[config.mk]
export PLATFORM = sky130hd
export DESIGN_NAME = dsp_mem_datapath
export DESIGN_NICKNAME = d
export VERILOG_FILES = /design/src/rtl/dsp_mem_datapath.sv
export SDC_FILE = /design/constraint.sdc
export NUM_CORES = 1
export LEC_CHECK = 0
export ABC_AREA = 1
export BUFFER_PORTS_ARGS = -buffer_cell sky130_fd_sc_hd__buf_2
export CORE_ASPECT_RATIO = 0.75
export CORE_UTILIZATION = 30
export DETAILED_ROUTE_END_ITERATION = 8
export PLACE_DENSITY = 0.45
export SLEW_MARGIN = 20
export SYNTH_ARGS = -nofsm -noshare
export SYNTH_HDL_FRONTEND = slang
export SYNTH_SLANG_ARGS = --single-unit
[constraint.sdc]
create_clock -name clock_100Mhz -period 6.4 [get_ports clock_100Mhz]
set_clock_uncertainty 0.1 [all_clocks]
set_input_delay 0.32 -clock clock_100Mhz [delete_from_list [all_inputs] [get_ports clock_100Mhz]]
set_output_delay 0.32 -clock clock_100Mhz [all_outputs]
set_load 0.01 [all_outputs]
[src/rtl/dsp_mem_datapath.sv]
// Two-stage DSP datapath, 4x16 memory and tick-latched display register; P latency 2 edges, douta 1 edge, no backpressure.
// Define DISPLAY_MEM_SOURCE_EN to latch douta into display_value on tick instead of P[15:0].
module dsp_mem_datapath #(
  parameter int TICK_COUNT = 100000000
) (
  input  logic        clock_100Mhz,
  input  logic        reset,
  input  logic [6:0]  A,
  input  logic [7:0]  B,
  input  logic [6:0]  C,
  input  logic [6:0]  D,
  input  logic        carryin,
  input  logic [1:0]  select,
  input  logic        mem_we,
  input  logic [15:0] mem_wdata,
  output logic [47:0] P,
  output logic [15:0] douta,
  output logic [1:0]  mem_addr,
  output logic        tick,
  output logic [15:0] display_value
);

  localparam logic [26:0] TICK_LAST = 27'(TICK_COUNT - 1);

  logic [6:0]  a_q, c_q, d_q;
  logic [7:0]  b_q;
  logic        cin_q;
  logic [1:0]  sel_q;

  always_ff @(posedge clock_100Mhz or posedge reset) begin
    if (reset) begin
      a_q   <= '0;
      b_q   <= '0;
      c_q   <= '0;
      d_q   <= '0;
      cin_q <= 1'b0;
      sel_q <= '0;
    end else begin
      a_q   <= A;
      b_q   <= B;
      c_q   <= C;
      d_q   <= D;
      cin_q <= carryin;
      sel_q <= select;
    end
  end

  logic [47:0] a_ext, b_ext, c_ext, d_ext, cin_ext, ad_sum, p_d, p_q;

  always_comb begin
    a_ext   = {41'd0, a_q};
    b_ext   = {40'd0, b_q};
    c_ext   = {41'd0, c_q};
    d_ext   = {41'd0, d_q};
    cin_ext = {47'd0, cin_q};
    ad_sum  = a_ext + d_ext;
    p_d     = '0;
    case (sel_q)
      2'b00:   p_d = a_ext * b_ext + c_ext;
      2'b01:   p_d = a_ext * b_ext;
      2'b10:   p_d = {40'd0, ad_sum[7:0]};
      default: p_d = ad_sum * b_ext + c_ext + cin_ext;
    endcase
  end

  always_ff @(posedge clock_100Mhz or posedge reset) begin
    if (reset) p_q <= '0;
    else       p_q <= p_d;
  end

  assign P = p_q;

  logic [26:0] cnt_q, cnt_d;

  assign tick  = (cnt_q == TICK_LAST);
  assign cnt_d = tick ? 27'd0 : cnt_q + 27'd1;

  always_ff @(posedge clock_100Mhz or posedge reset) begin
    if (reset) cnt_q <= '0;
    else       cnt_q <= cnt_d;
  end

  // Memory array is deliberately outside reset; douta is read-first on a same-address write.
  logic [15:0] mem_q [0:3];
  logic [15:0] douta_q;
  logic [1:0]  addr_q, addr_d;

  always_ff @(posedge clock_100Mhz) begin
    if (mem_we) mem_q[addr_q] <= mem_wdata;
  end

  always_ff @(posedge clock_100Mhz or posedge reset) begin
    if (reset) douta_q <= '0;
    else       douta_q <= mem_q[addr_q];
  end

  assign addr_d   = tick ? addr_q + 2'd1 : addr_q;
  assign douta    = douta_q;
  assign mem_addr = addr_q;

  logic [15:0] disp_src, disp_d, disp_q;

`ifdef DISPLAY_MEM_SOURCE_EN
  assign disp_src = douta_q;
`else
  assign disp_src = p_q[15:0];
`endif

  assign disp_d = tick ? disp_src : disp_q;

  always_ff @(posedge clock_100Mhz or posedge reset) begin
    if (reset) begin
      addr_q <= '0;
      disp_q <= '0;
    end else begin
      addr_q <= addr_d;
      disp_q <= disp_d;
    end
  end

  assign display_value = disp_q;

endmodule

==> out/results.ini <==
[sta]
relSlewSlack_pct = 27.3
slew_viol_final = 0
hold_viol_final = 0
setup_viol = 0
fmax_ghz = 0.171
worst_slew_pin_slew_ns = 1.09
fin_crit_sh_pct = 91.5
rsz0062_at_grt = no
layout_min_cycle_time_ns = 5.85
fin_tns_setup_ns = 0

[final_layout]
finalInstanceArea_um2 = 14100
synthToLayoutAreaGrowth_pct = 17.1
antenna_cells = 0
final_nets = 1725
final_cells = 2040
layout-drive-gt1-share_pct = 12.6

[power_and_ir_drop]
power_density_nw_per_um2 = 334
ir_drop_uv = 229
power.leakage_nw = 7.38
total_power_w = 0.00470

[worst_setup_path]
crit_fanout = 9
startpoint_type = register
path_delay_family = adder cells
required_ns = 6.63
r2r-start = a_q[0]
r2r_cells = 26
regToRegSetupSlack_ns = 0.55
critPathBufInv = 4
regToRegEndpoint = P[13]
slowest_stage = fa_1
critPathArrivalTime_ns = 6.08
cpPeakStageDelay_ns = 0.54
worstSetupPathType = reg2reg
cp-end-kind = register

[drt]
drc = 0
wl_um = 31100
first_pass_iters = 5
drtIter0Drc = 553
wl_per_cell_um = 15.3
avgViaCountPerCell = 4.42
postRouteAntennaNets = 0
vias = 9024

[yosys]
netlist_area_um2 = 12000
synth.avg_cell_area_um2 = 8.81
yosys.area.top_type = dfrtp_1
ys_warn_count = 0
synthTopCellsByArea = dfrtp_1, edfxtp_1, fa_1
ys_ff_latch = 175
ys.flop_type = dfrtp_1
ys_seq_area_share_pct = 39.1
netlist-cell-type-count = 53
synthArstFlopShare_pct = 63.4
synth_edf_count = 64
synth_top_area_share_pct = 23.1
syn_inst = 1364

[run]
max_cap_violations = 0

[placement]
gp_congestion = 0.879
hpwl_um = 23600
dpl.cell_count = 1959
dpl-instance-area_um2 = 13000
portBuffers = 103

[cts]
htreeDepth = 4
root_buffer = clkbuf_16
clock_path_buffers = 2
numCtsBuffers = 17
clk-insertion-delay-late_ns = 0.46
clk_pin_slew_ns = 0.09
post-cts-setup-buffer-count = 0
clock-sinks = 175
cts_tree = built

[global_route]
grt_pass1_vias = 8849
grt_max_degree = 59
grt_pass1_wl_um = 49700
grtUsageTotal_pct = 15.9
gr-total-overflow = 0
antenna_found_initial = 0

[worst_hold_path]
hp-class = reg2reg
hold_path_depth = 1
holdPathEnd = cnt_q[0]
min_from = cnt_q[0]

[floorplanning]
core-area_um2 = 39500
die_w_um = 233
rows = 63
die_h_um = 175
start_util_pct = 30.4
io_pins = 134
dieArea_um2 = 40900

[run_status]
status = completed

## flip-flops by register name, indices dropped and copies added, names as in the netlist
register / cells
mem_q: 64
cnt_q: 27
P: 18
display_value: 16
douta: 16
b_q: 8
a_q: 7
c_q: 7
d_q: 7
mem_addr: 2
sel_q: 2
cin_q: 1
## what timing repair did
action | in CTS | in global routing
setup endpoints to repair | 0 | 1
hold buffers | 49 | 0
resized for setup | 0 | 1
endpoints found under the hold margin | 149 | 0
## area by class of cell
type / count / area (um2)
clock buffers: 17 / 425
clock inverters: 15 / 189
fillers: 4115 / 25400
inverters: 261 / 983
multi-input cells: 895 / 6080
flip-flops and latches: 175 / 4700
well taps: 520 / 651
repair buffers: 157 / 1040
## cells in the final DEF, fill, tap and decap left out, drive strengths merged, types with 5 or more instances in the layout
cell type,synthesis,routed
edfxtp,64,64
clkbuf,26,17
ha,92,92
nand4,18,18
o21ai,57,57
xnor2,8,8
inv,260,267
dfrtp,111,111
nor4,8,8
buf,36,108
nor2,116,116
fa,75,75
nand2,323,323
dlygate4sd3,0,49
xor2,16,16
conb,1,30
or2,5,5
nand3,46,46
nor3,19,19
a21oi,43,43
clkinv,1,7
o22ai,17,17
## power breakdown
part           total [W]  internal (W)  leakage, nW  switching [W]
logic            0.00229      0.000839         5.09        0.00145
clock network    0.00112      0.000566        0.296       0.000555
registers        0.00129       0.00123         1.99      0.0000686
## cell families after synthesis
kind of cell,count (synthesis),share of synthesized area (%)
buf+inv,323,11.2
xor+xnor,24,1.81
compound gates,133,6.18
fa+ha+maj,167,22.1
flops,175,39.1
other cells,1,0.0312
simple gates,541,19.6
## worst max-delay path by stage
stage / start / to / cells after the start
finish: a_q[0] / P[13] / 26
global route: a_q[0] / P[13] / 20
CTS: a_q[0] / P[13] / 26
detailed placement: a_q[0] / P[13] / 26
global placement: a_q[0] / P[13] / 27
floorplan: a_q[0] / P[13] / 26
## cell usage after synthesis (24+ instances only)
cell / instances
nand2_1: 314
inv_1: 252
dfrtp_1: 111
nor2_1: 108
ha_1: 92
fa_1: 75
edfxtp_1: 64
o21ai_0: 55
a21oi_1: 40
nand3_1: 40
buf_4: 31
clkbuf_1: 24
## per-layer routing
layer,global-route usage [%],wire length [um],vias to the layer above
li1,-,-,4500
met1,24.5,16400,4312
met2,23.1,13100,196
met3,3.04,1440,16
met4,3.02,232,0
met5,0,0,-
## metrics by stage
| stage | util (%) | setup WS, ns | hold slack [ns] |
|---|---|---|---|
| CTS | 35.6 | 0.453 | 0.363 |
| global route | 35.6 | 0.0567 | 0.371 |
| global placement | 32.8 | 0.556 | 0.327 |
| finish | 35.6 | 0.547 | 0.364 |
| floorplan | - | 1.07 | 0.251 |
| detailed placement | 32.8 | 0.496 | 0.329 |
(Power assumes the default switching activity.)
